## config.mk

```make
export PLATFORM = sky130hd
export DESIGN_NAME = attack_scoreboard_flat
export DESIGN_NICKNAME = d
export VERILOG_FILES = /design/src/rtl/battleship_pkg.sv /design/src/rtl/attack_scoreboard_if.sv /design/src/rtl/result_hold_timer.sv /design/src/rtl/attack_scoreboard.sv /design/src/flat_wrapper.sv
export SDC_FILE = /design/constraint.sdc
export NUM_CORES = 1
export LEC_CHECK = 0
export CAP_MARGIN = 10
export CORE_ASPECT_RATIO = 1.4
export CORE_MARGIN = 2
export CORE_UTILIZATION = 50
export CTS_CLUSTER_DIAMETER = 40
export CTS_CLUSTER_SIZE = 10
export DETAILED_ROUTE_END_ITERATION = 8
export PLACE_DENSITY = 0.78
export SLEW_MARGIN = 25
export SYNTH_ARGS = -nofsm -noshare
export SYNTH_HDL_FRONTEND = slang
export SYNTH_SLANG_ARGS = --single-unit
```

## constraint.sdc

```tcl
create_clock -name clk -period 15.3 [get_ports clk]
set_clock_uncertainty 0.15 [all_clocks]
set_input_delay 2.295 -clock clk [delete_from_list [all_inputs] [get_ports clk]]
set_output_delay 2.295 -clock clk [all_outputs]
set_load 0.005 [all_outputs]
```

## src/rtl/battleship_pkg.sv

```systemverilog
// battleship_pkg
// Shared definitions for the battleship game blocks.
//   - game_status encodings driven to the display / LED logic
//   - map geometry (5 columns x 7 rows = 35 cells)
//   - coordinate helpers: cell-to-map-bit mapping and validity check
//   - scoreboard FSM state encoding
package battleship_pkg;

    localparam int MAP_BITS = 35;
    localparam int COLS     = 5;
    localparam int ROWS     = 7;

    typedef enum logic [1:0] {
        GS_IDLE    = 2'b00,
        GS_PLAYING = 2'b01,
        GS_WON     = 2'b10,
        GS_LOST    = 2'b11
    } game_status_e;

    typedef enum logic [2:0] {
        ST_IDLE,
        ST_COUNT,
        ST_PLAY,
        ST_RESULT,
        ST_WON,
        ST_LOST
    } sb_state_e;

    // Column 0 occupies the top seven map bits (28..34), column 4 the bottom seven.
    function automatic logic [5:0] coord_to_bit(input logic [2:0] x, input logic [2:0] y);
        int idx;
        idx = 28 - 7 * int'(x) + int'(y);
        return idx[5:0];
    endfunction

    function automatic logic coord_valid(input logic [2:0] x, input logic [2:0] y);
        return (int'(x) < COLS) && (int'(y) < ROWS);
    endfunction

endpackage

```

## src/rtl/attack_scoreboard_if.sv

```systemverilog
// attack_scoreboard_if
// Bundles the attack-path inputs and the scoreboard results.
//   master : drives enable_attack, attack_pulse, x/y coordinate codes, map;
//            observes the counters, result and game status
//   slave  : the scoreboard itself (mirror directions)
interface attack_scoreboard_if;
    logic        enable_attack;
    logic        attack_pulse;
    logic [2:0]  x_coord_code;
    logic [2:0]  y_coord_code;
    logic [34:0] map;
    logic [3:0]  hit_count;
    logic [3:0]  shots_left;
    logic [3:0]  ship_count;
    logic        result_valid;
    logic        result_hit;
    logic        shot_rejected;
    logic [1:0]  game_status;

    modport master (
        output enable_attack, attack_pulse, x_coord_code, y_coord_code, map,
        input  hit_count, shots_left, ship_count, result_valid, result_hit,
               shot_rejected, game_status
    );

    modport slave (
        input  enable_attack, attack_pulse, x_coord_code, y_coord_code, map,
        output hit_count, shots_left, ship_count, result_valid, result_hit,
               shot_rejected, game_status
    );
endinterface

```

## src/rtl/result_hold_timer.sv

```systemverilog
// result_hold_timer
// Loadable down-counter that stops at zero.
//   clk        in   clock
//   rst        in   synchronous active-high reset (count cleared to 0)
//   load_i     in   load load_val_i this cycle (has priority over counting)
//   load_val_i in   value loaded on load_i
//   done_o     out  high while the count is zero
module result_hold_timer #(
    parameter int W = 12
) (
    input  logic         clk,
    input  logic         rst,
    input  logic         load_i,
    input  logic [W-1:0] load_val_i,
    output logic         done_o
);
    logic [W-1:0] count_q;

    always_ff @(posedge clk) begin
        if (rst) begin
            count_q <= '0;
        end else if (load_i) begin
            count_q <= load_val_i;
        end else if (count_q != '0) begin
            count_q <= count_q - 1'b1;
        end
    end

    assign done_o = (count_q == '0);
endmodule

```

## src/rtl/attack_scoreboard.sv

```systemverilog
// attack_scoreboard
// Game referee behind the attack-confirm path: latches the ship map, counts
// ship cells, tracks shot history, hit and shot counters, holds each shot
// result for RESULT_CYCLES clocks and declares win/lose.
//   clk    in  divided system clock
//   reset  in  synchronous active-high reset
//   sb     slave modport of attack_scoreboard_if (attack inputs, results)
module attack_scoreboard #(
    parameter int MAX_SHOTS     = 15,
    parameter int RESULT_CYCLES = 3000,
    parameter int RES_W         = 12
) (
    input  logic                clk,
    input  logic                reset,
    attack_scoreboard_if.slave  sb
);
    import battleship_pkg::*;

    sb_state_e             state_q, state_d;
    logic [MAP_BITS-1:0]   map_q, map_d;
    logic [MAP_BITS-1:0]   hist_q, hist_d;
    logic [5:0]            idx_q, idx_d;
    logic [3:0]            ship_q, ship_d;
    logic [3:0]            hit_q, hit_d;
    logic [3:0]            shots_q, shots_d;
    logic                  rvalid_q, rvalid_d;
    logic                  rhit_q, rhit_d;
    logic                  rej_q, rej_d;
    logic                  tmr_load;
    logic                  tmr_done;
    logic [5:0]            shot_bit;
    logic                  shot_ok;
    game_status_e          status;

    result_hold_timer #(.W(RES_W)) u_hold (
        .clk        (clk),
        .rst        (reset),
        .load_i     (tmr_load),
        .load_val_i (RES_W'(RESULT_CYCLES - 1)),
        .done_o     (tmr_done)
    );

    // Dropping enable_attack is a full game abort, same as reset.
    always_ff @(posedge clk) begin
        if (reset || !sb.enable_attack) begin
            state_q  <= ST_IDLE;
            hist_q   <= '0;
            idx_q    <= '0;
            ship_q   <= '0;
            hit_q    <= '0;
            shots_q  <= 4'(MAX_SHOTS);
            rvalid_q <= 1'b0;
            rhit_q   <= 1'b0;
            rej_q    <= 1'b0;
        end else begin
            state_q  <= state_d;
            map_q    <= map_d;
            hist_q   <= hist_d;
            idx_q    <= idx_d;
            ship_q   <= ship_d;
            hit_q    <= hit_d;
            shots_q  <= shots_d;
            rvalid_q <= rvalid_d;
            rhit_q   <= rhit_d;
            rej_q    <= rej_d;
        end
    end

    always_comb begin
        state_d  = state_q;
        map_d    = map_q;
        hist_d   = hist_q;
        idx_d    = idx_q;
        ship_d   = ship_q;
        hit_d    = hit_q;
        shots_d  = shots_q;
        rvalid_d = rvalid_q;
        rhit_d   = rhit_q;
        rej_d    = 1'b0;
        tmr_load = 1'b0;
        shot_bit = coord_to_bit(sb.x_coord_code, sb.y_coord_code);
        shot_ok  = coord_valid(sb.x_coord_code, sb.y_coord_code);

        case (state_q)
            ST_IDLE: begin
                map_d   = sb.map;
                idx_d   = '0;
                ship_d  = '0;
                state_d = ST_COUNT;
            end
            ST_COUNT: begin
                if (map_q[idx_q] && ship_q != 4'd15) begin
                    ship_d = ship_q + 4'd1;
                end
                if (idx_q == 6'(MAP_BITS - 1)) begin
                    idx_d   = '0;
                    // An empty map is an immediate win.
                    state_d = (ship_d == 4'd0) ? ST_WON : ST_PLAY;
                end else begin
                    idx_d = idx_q + 6'd1;
                end
            end
            ST_PLAY: begin
                if (sb.attack_pulse) begin
                    // shot_ok is evaluated first so an out-of-range bit index never matters.
                    if (!shot_ok || hist_q[shot_bit]) begin
                        rej_d = 1'b1;
                    end else begin
                        hist_d[shot_bit] = 1'b1;
                        if (shots_q != 4'd0) begin
                            shots_d = shots_q - 4'd1;
                        end
                        rhit_d = map_q[shot_bit];
                        if (map_q[shot_bit] && hit_q != ship_q) begin
                            hit_d = hit_q + 4'd1;
                        end
                        rvalid_d = 1'b1;
                        tmr_load = 1'b1;
                        state_d  = ST_RESULT;
                    end
                end
            end
            ST_RESULT: begin
                if (tmr_done) begin
                    rvalid_d = 1'b0;
                    // Win is checked first: sinking the last ship on the last shot wins.
                    if (hit_q == ship_q) begin
                        state_d = ST_WON;
                    end else if (shots_q == 4'd0) begin
                        state_d = ST_LOST;
                    end else begin
                        state_d = ST_PLAY;
                    end
                end
            end
            default: begin
                // ST_WON / ST_LOST hold until abort.
            end
        endcase
    end

    always_comb begin
        case (state_q)
            ST_PLAY, ST_RESULT: status = GS_PLAYING;
            ST_WON:             status = GS_WON;
            ST_LOST:            status = GS_LOST;
            default:            status = GS_IDLE;
        endcase
    end

    assign sb.hit_count     = hit_q;
    assign sb.shots_left    = shots_q;
    assign sb.ship_count    = ship_q;
    assign sb.result_valid  = rvalid_q;
    assign sb.result_hit    = rhit_q;
    assign sb.shot_rejected = rej_q;
    assign sb.game_status   = status;
endmodule

```

## src/flat_wrapper.sv

```systemverilog
// flat-port wrapper written by rule: the top's interface ports become plain ports
module attack_scoreboard_flat import battleship_pkg::*;
#(
    parameter int MAX_SHOTS     = 15,
    parameter int RESULT_CYCLES = 3000,
    parameter int RES_W         = 12
)
  (clk, reset, sb_enable_attack, sb_attack_pulse, sb_x_coord_code, sb_y_coord_code, sb_map, sb_hit_count, sb_shots_left, sb_ship_count, sb_result_valid, sb_result_hit, sb_shot_rejected, sb_game_status);
  attack_scoreboard_if sb_i ();
  input  logic clk;
  input  logic reset;
  input wire logic [$bits(sb_i.enable_attack)-1:0] sb_enable_attack;
  input wire logic [$bits(sb_i.attack_pulse)-1:0] sb_attack_pulse;
  input wire logic [$bits(sb_i.x_coord_code)-1:0] sb_x_coord_code;
  input wire logic [$bits(sb_i.y_coord_code)-1:0] sb_y_coord_code;
  input wire logic [$bits(sb_i.map)-1:0] sb_map;
  output wire logic [$bits(sb_i.hit_count)-1:0] sb_hit_count;
  output wire logic [$bits(sb_i.shots_left)-1:0] sb_shots_left;
  output wire logic [$bits(sb_i.ship_count)-1:0] sb_ship_count;
  output wire logic [$bits(sb_i.result_valid)-1:0] sb_result_valid;
  output wire logic [$bits(sb_i.result_hit)-1:0] sb_result_hit;
  output wire logic [$bits(sb_i.shot_rejected)-1:0] sb_shot_rejected;
  output wire logic [$bits(sb_i.game_status)-1:0] sb_game_status;
  assign sb_i.enable_attack = sb_enable_attack;
  assign sb_i.attack_pulse = sb_attack_pulse;
  assign sb_i.x_coord_code = sb_x_coord_code;
  assign sb_i.y_coord_code = sb_y_coord_code;
  assign sb_i.map = sb_map;
  assign sb_hit_count = sb_i.hit_count;
  assign sb_shots_left = sb_i.shots_left;
  assign sb_ship_count = sb_i.ship_count;
  assign sb_result_valid = sb_i.result_valid;
  assign sb_result_hit = sb_i.result_hit;
  assign sb_shot_rejected = sb_i.shot_rejected;
  assign sb_game_status = sb_i.game_status;
  attack_scoreboard #(.MAX_SHOTS(MAX_SHOTS), .RESULT_CYCLES(RESULT_CYCLES), .RES_W(RES_W)) u_core (.clk(clk), .reset(reset), .sb(sb_i));
endmodule
```

==> impl_metrics.ini, run 1 <==
[clocking]
clk_latency_ns = 0.35
clkTransAtPathRegs_ns = 0.07
post_cts_buffers = 0
holdBufCountCts = 0
post_cts_resized = 0
cts_buffers = 9
clkSinkCount = 106
cts_tree = built
root_buffer = clkbuf_16
clock_path_buffers = 2
htree_levels = 3

[yosys]
synth_edf_count = 35
synth_simple_gate_area_share_pct = 16.53
synth-seq-cells = 106
yosysMostFrequentCell = dfxtp_1
yosys_warnings = 0
synth_fa_ha_area_share_pct = 5.546
syn_nets = 632
synth_top_area_share_pct = 25.40
yosys-top-cells-count = dfxtp_1, nand2_1, nor2_1
synth_area_leaders = dfxtp_1, edfxtp_1, mux4_2
ys_seq_area_share_pct = 44.19
synthArstFlopShare_pct = 0
synth_top_family_by_area = simple AND/OR/NAND/NOR gates
synth_xor_area_share_pct = 3.265
syn_inst = 564
netlist_area_um2 = 5595
synth_compound_area_share_pct = 15.94
synth.avg_cell_area_um2 = 9.921
synth_mux_area_share_pct = 10.26
yosys.area.top_type = dfxtp_1
synth_flop_cell = dfxtp_1
ys_types = 61

[final_layout]
fill_cells = 885
regArea_um2 = 2472
area.growth.synth_to_final_pct = 17.08
multiInputGateArea_um2 = 2892
drive_gt1_share_pct = 8.333
nets = 675
diodes = 0

[sta]
min_period_ns = 7.729
rsz0062_at_grt = no
fmax_ghz = 0.1294
report.final.hold_viol_count = 0
setup_viol = 0
finalMaxSlewViolations = 0
tns_ns = 0
fin_crit_sh_pct = 50.51
max_slew_margin_pct = 32.86
worst_slew_pin_slew_ns = 1.007

[worst_setup_path]
max_stage_delay_ns = 0.64
rrSetupSlack_ns = 12.01
r2r_start = u_core.idx_q[1]
critPathKind = input port to flop
r2r_cells = 8
crit_path_frequent_cell = fa_1
crit_arrival_ns = 7.83
worst-path-max-fanout = 35
critPathBufInv = 4
worstSetupEndpointType = flop
cp_slowest_cell = xor2_2
crit_path_start_kind = input port
required_ns = 15.41
crit_chain = clkdlybuf4s50_1 -> inv_1 -> fa_1 -> inv_1 -> fa_1 -> fa_1 -> a21o_1 -> a21oi_2 -> xor2_2 -> nor3_1 -> a211oi_1 -> o211ai_1 -> buf_4 -> or4_4 -> o31ai_1
startpoint = sb_x_coord_code[1]
worst-path-stages = 15
rr_endpoint = u_core.state_q[2]
crit_family = adder cells

[routing]
m1WireLength_um = 5106
wirelength_um = 12860
routed_via_density = 6.005
top_layer = met4
via_count = 4522
route.detailed.drc = 0
ant_nets = 0
dr.pass1.iters = 5
initialDrtViolationCount = 413
wl_met2_um = 6824
dr_wl_met3_um = 531
wl_per_cell_um = 17.08

[floorplan]
dieArea_um2 = 12060
num_io_pins = 62
initial_core_util_pct = 51.49
die_y_um = 129.2
row_count = 45
core_um2 = 10870
die_w_um = 93.41

[place]
port_buffers = 61
post-dp-hpwl_um = 9252
gp_congestion = 0.8862

[power]
finalPower_mw = 0.7402
clkPwrFrac_pct = 28.6
comb_power_share_pct = 28.1
power.leakage_nw = 2.271
seqPwrFrac_pct = 43.2
peakVddDrop_v = 0.00006629
power_switching_mw = 0.2375
power_density_nw_per_um2 = 113.0
power.internal_mw = 0.5027
switching_share_pct = 32.08

[global_routing]
grt_pass1_wl_um = 21270
grt_max_degree = 42
grt_pass1_vias = 4489
grt_use_total_pct = 22.18
grt-ovfl-total = 0
grt_antenna_before_repair = 0

[run]
cap_violations = 0

[worst_hold_path]
holdPathEnd = u_core.hist_q[18]
hp-class = flop to flop
min_from = u_core.hist_q[18]
whs_path_depth = 2

[status]
status = completed
power by group through the flow:
stage	combinational (mW)	clock [mW]	sequential, mW
after floorplan	0.154	0	0.323
after global placement	0.197	0	0.325
after detailed placement	0.206	0	0.326
after CTS	0.207	0.214	0.320
after global routing	0.230	0.226	0.322
final	0.208	0.212	0.320
worst reg2reg max path, stage by stage (launching register included):
cell and delay [ns]:
dfxtp_1 0.78, mux4_2 0.63, mux2_2 0.28, a2111oi_0 0.43
nor4_1 0.10, a21o_1 0.25, mux2i_1 0.27, a2bb2oi_1 0.19
o21ai_0 0.09
area by class of cell:
class,count,area share (%)
clock buffers,12,3.610
clock inverters,4,0.4393
inverters,24,1.375
multi-input cells,399,44.14
flip-flops and latches,106,37.74
well taps,141,2.693
repair buffers,67,10.01
layout by cell type (no fill, tap or decap), types with 8 or more instances in the layout:
cell,Yosys,layout
a211oi_1,8,8
a21oi_1,39,39
clkbuf_16,0,9
clkdlybuf4s50_1,0,61
dfxtp_1,71,71
edfxtp_1,35,35
ha_1,20,20
inv_1,24,24
mux2i_1,18,18
mux4_2,16,16
nand2_1,45,45
nand3_1,16,16
nor2_1,43,43
nor2b_1,9,8
nor3_1,15,14
nor4_1,13,13
o21a_1,14,14
o21ai_0,30,30
o31ai_1,8,8
xnor2_1,14,14
sequential cells by signal, summed over array words and instances, names as in the netlist:
| register | flops |
|---|---|
| u_core.hist_q | 35 |
| u_core.sb.ship_count | 4 |
| u_core.sb.shot_rejected | 1 |
| u_core.idx_q | 6 |
| u_core.u_hold.count_q | 12 |
| u_core.sb.shots_left | 4 |
| u_core.sb.hit_count | 4 |
| u_core.sb.result_valid | 1 |
| u_core.map_q | 35 |
| u_core.sb.result_hit | 1 |
| u_core.state_q | 3 |
logic make-up (layout without fill, tap and decap cells):
group | after synthesis | in the layout
muxes | 37 | 37
xor gates and xnor gates | 20 | 20
adders and majority gates | 23 | 23
AOI/OAI and AO/OA | 136 | 136
buffers and inverters | 59 | 107
and+or+nand+nor | 183 | 183
DFF | 106 | 106
through the flow:
| stage | worst slack [ns] | std cells | cell area, µm² | hold WS, ns | utilization [%] |
|---|---|---|---|---|---|
| final | 7.571 | 753 | 6551 | 0.3054 | 60.29 |
| after global placement | 7.517 | 737 | 6286 | 0.2818 | 57.85 |
| after global routing | 7.282 | 753 | 6551 | 0.3167 | 60.29 |
| after detailed placement | 7.279 | 737 | 6286 | 0.2951 | 57.85 |
| after floorplan | 8.753 | 564 | 5595 | 0.2698 | - |
| after CTS | 7.614 | 753 | 6551 | 0.3049 | 60.29 |
metal layers:
metal | up-vias | global-route usage [%]
li1 | 2161 | -
met1 | 2180 | 26.25
met2 | 149 | 38.89
met3 | 32 | 4.128
met4 | 0 | 10.21
met5 | - | 0
how the worst max path moves through the flow:
stage | endpoint | slack [ns]
floorplan | u_core.hist_q[32] | 8.75
global placement | u_core.hist_q[33] | 7.52
detailed placement | u_core.hist_q[34] | 7.28
CTS | u_core.hist_q[34] | 7.61
global route | u_core.hist_q[33] | 7.28
finish | u_core.hist_q[34] | 7.57
Note: power is estimated with default switching activity, not from simulation.
==> inputs of run 2 (changes only) <==
--- a/config.mk
+++ b/config.mk
@@ -12,7 +12,7 @@
 export CTS_CLUSTER_DIAMETER = 40
 export CTS_CLUSTER_SIZE = 10
 export DETAILED_ROUTE_END_ITERATION = 8
-export PLACE_DENSITY = 0.78
+export PLACE_DENSITY = 0.81
 export SLEW_MARGIN = 25
 export SYNTH_ARGS = -nofsm -noshare
 export SYNTH_HDL_FRONTEND = slang
==> constraint.sdc (replaced) <==
create_clock -name clk -period 6.4 [get_ports clk]
set_clock_uncertainty 0.15 [all_clocks]
set_input_delay 0.96 -clock clk [delete_from_list [all_inputs] [get_ports clk]]
set_output_delay 0.96 -clock clk [all_outputs]
set_load 0.005 [all_outputs]
==> run 2 against run 1 <==
Compared with the run above:
- global-route usage is 0.16 points higher
- cell count is 0.93% higher
- flip-flop and latch count stayed put
- non-clock buffer count is 7 higher
- via count is 1.9% higher
- die area stayed put
- count of clock-buffer cells in the layout is 2 lower
- sequential power is 140% higher
- utilization is 0.75 points higher
- combinational power is 150% higher
- largest power group unchanged
==> impl_metrics.ini, run 2 (same netlist as run 1, synthesis figures left out) <==
[clocking]
root_buffer = clkbuf_16
post_cts_buffers = 0
htree_levels = 3
clk_latency_ns = 0.35
clkSinkCount = 106
cts_tree = built
clkTransAtPathRegs_ns = 0.07
clock_path_buffers = 2
holdBufCountCts = 0
post_cts_resized = 0
cts_buffers = 9

[power]
power.leakage_nw = 2.325
switching_share_pct = 31.31
power.internal_mw = 1.259
seqPwrFrac_pct = 41.7
power_switching_mw = 0.5740
peakVddDrop_v = 0.0001589
clkPwrFrac_pct = 30.0
comb_power_share_pct = 28.3
power_density_nw_per_um2 = 276.4
finalPower_mw = 1.833

[floorplan]
core_um2 = 10870
die_y_um = 129.2
row_count = 45
num_io_pins = 62
initial_core_util_pct = 51.49
die_w_um = 93.41
dieArea_um2 = 12060

[worst_setup_path]
worstSetupEndpointType = flop
rr_endpoint = u_core.sb.ship_count[3]
crit_path_start_kind = input port
critPathBufInv = 5
crit_chain = clkdlybuf4s50_1 -> inv_1 -> fa_1 -> inv_1 -> fa_1 -> fa_1 -> buf_4 -> mux2i_1 -> a211oi_1 -> a221oi_1 -> nor3_1 -> a21oi_2 -> o211ai_1 -> buf_4 -> or4_1 -> nand3_1
required_ns = 6.54
crit_arrival_ns = 5.94
crit_family = adder cells
r2r_cells = 8
worst-path-max-fanout = 34
crit_path_frequent_cell = fa_1
cp_slowest_cell = fa_1
max_stage_delay_ns = 0.92
critPathKind = input port to flop
r2r_start = u_core.idx_q[1]
rrSetupSlack_ns = 3.19

[place]
gp_congestion = 0.9354
post-place-ws_ns = 0.2803
port_buffers = 61
post-dp-hpwl_um = 9315
dp.cells = 744
place_area_um2 = 6339

[global_routing]
grt_antenna_before_repair = 0
grt-ovfl-total = 0
grt_max_degree = 42
grt_use_total_pct = 22.34
grt_pass1_wl_um = 21320
grt_pass1_vias = 4536

[final_layout]
finalCoreUtilization_pct = 61.04
diodes = 0
design_area_um2 = 6633
mostFrequentLayoutCells = dfxtp_1, clkdlybuf4s50_1, nand2_1, nor2_1, a21oi_1
area.growth.synth_to_final_pct = 18.54
final_common_cell = dfxtp_1
multiInputGateArea_um2 = 2892
top_regs = u_core.hist_q x35, u_core.map_q x35, u_core.u_hold.count_q x12
regArea_um2 = 2472
final_cells = 760
drive_gt1_share_pct = 9.693
fill_cells = 868
nets = 682

[sta]
setup_viol = 0
tns_ns = 0
min_period_ns = 5.800
report.final.hold_viol_count = 0
hold_ws_ns = 0.3121
worst_slew_pin_slew_ns = 1.004
max_slew_margin_pct = 33.07
fin_crit_sh_pct = 90.62
rsz0062_at_grt = no
fmax_ghz = 0.1724
setup_ws_ns = 0.6002
finalMaxSlewViolations = 0

[routing]
initialDrtViolationCount = 296
routed_via_density = 6.063
wirelength_um = 12930
route.detailed.drc = 0
wl_per_cell_um = 17.01
ant_nets = 0
via_count = 4608
dr.pass1.iters = 5

[worst_hold_path]
min_from = u_core.hist_q[4]
holdPathEnd = u_core.hist_q[4]
whs_path_depth = 2
hp-class = flop to flop

[run]
cap_violations = 0

[status]
status = completed
## run 2: worst reg2reg max path: stages, from the launching register on
cell and delay (ns):
dfxtp_1 0.79, mux4_2 0.60, mux2_2 0.27, a2111oi_0 0.41, nor4_1 0.10, a21o_1 0.25
and2_1 0.20, a41oi_1 0.21, a211oi_1 0.07
## run 2: power groups by stage
stage / clock [mW] / sequential [mW] / combinational [mW]
3_3_place_gp: 0 / 0.777 / 0.491
2_1_floorplan: 0 / 0.772 / 0.367
4_1_cts: 0.560 / 0.764 / 0.516
6_report: 0.550 / 0.765 / 0.518
5_1_grt: 0.588 / 0.769 / 0.566
3_5_place_dp: 0 / 0.779 / 0.513
## run 2: cell type report
| class | instances | share of cell area (%) |
|---|---|---|
| clock buffer | 10 | 3.452 |
| clock inverter | 6 | 0.9809 |
| inverter | 24 | 1.358 |
| multi-input combinational | 399 | 43.60 |
| sequential | 106 | 37.28 |
| tap | 141 | 2.660 |
| timing repair buffer | 74 | 10.68 |
## run 2: worst max path at each step
stage	startpoint	end	slack, ns	depth (start not counted)
2_1_floorplan	sb_x_coord_code[1]	u_core.hist_q[32]	1.19	15
3_3_place_gp	sb_x_coord_code[1]	u_core.sb.hit_count[0]	0.44	16
3_5_place_dp	sb_x_coord_code[1]	u_core.sb.hit_count[0]	0.28	16
4_1_cts	sb_x_coord_code[1]	u_core.sb.hit_count[0]	0.64	16
5_1_grt	sb_x_coord_code[1]	u_core.sb.shots_left[3]	0.33	16
6_report	sb_x_coord_code[1]	u_core.sb.shots_left[3]	0.60	16
## run 2: metal layers
| layer | global-route usage (%) | vias up | wire length [µm] |
|---|---|---|---|
| li1 | - | 2178 | - |
| met1 | 25.65 | 2158 | 4821 |
| met2 | 39.10 | 222 | 6795 |
| met3 | 2.500 | 50 | 695 |
| met4 | 14.62 | 0 | 612 |
| met5 | 0 | - | 0 |
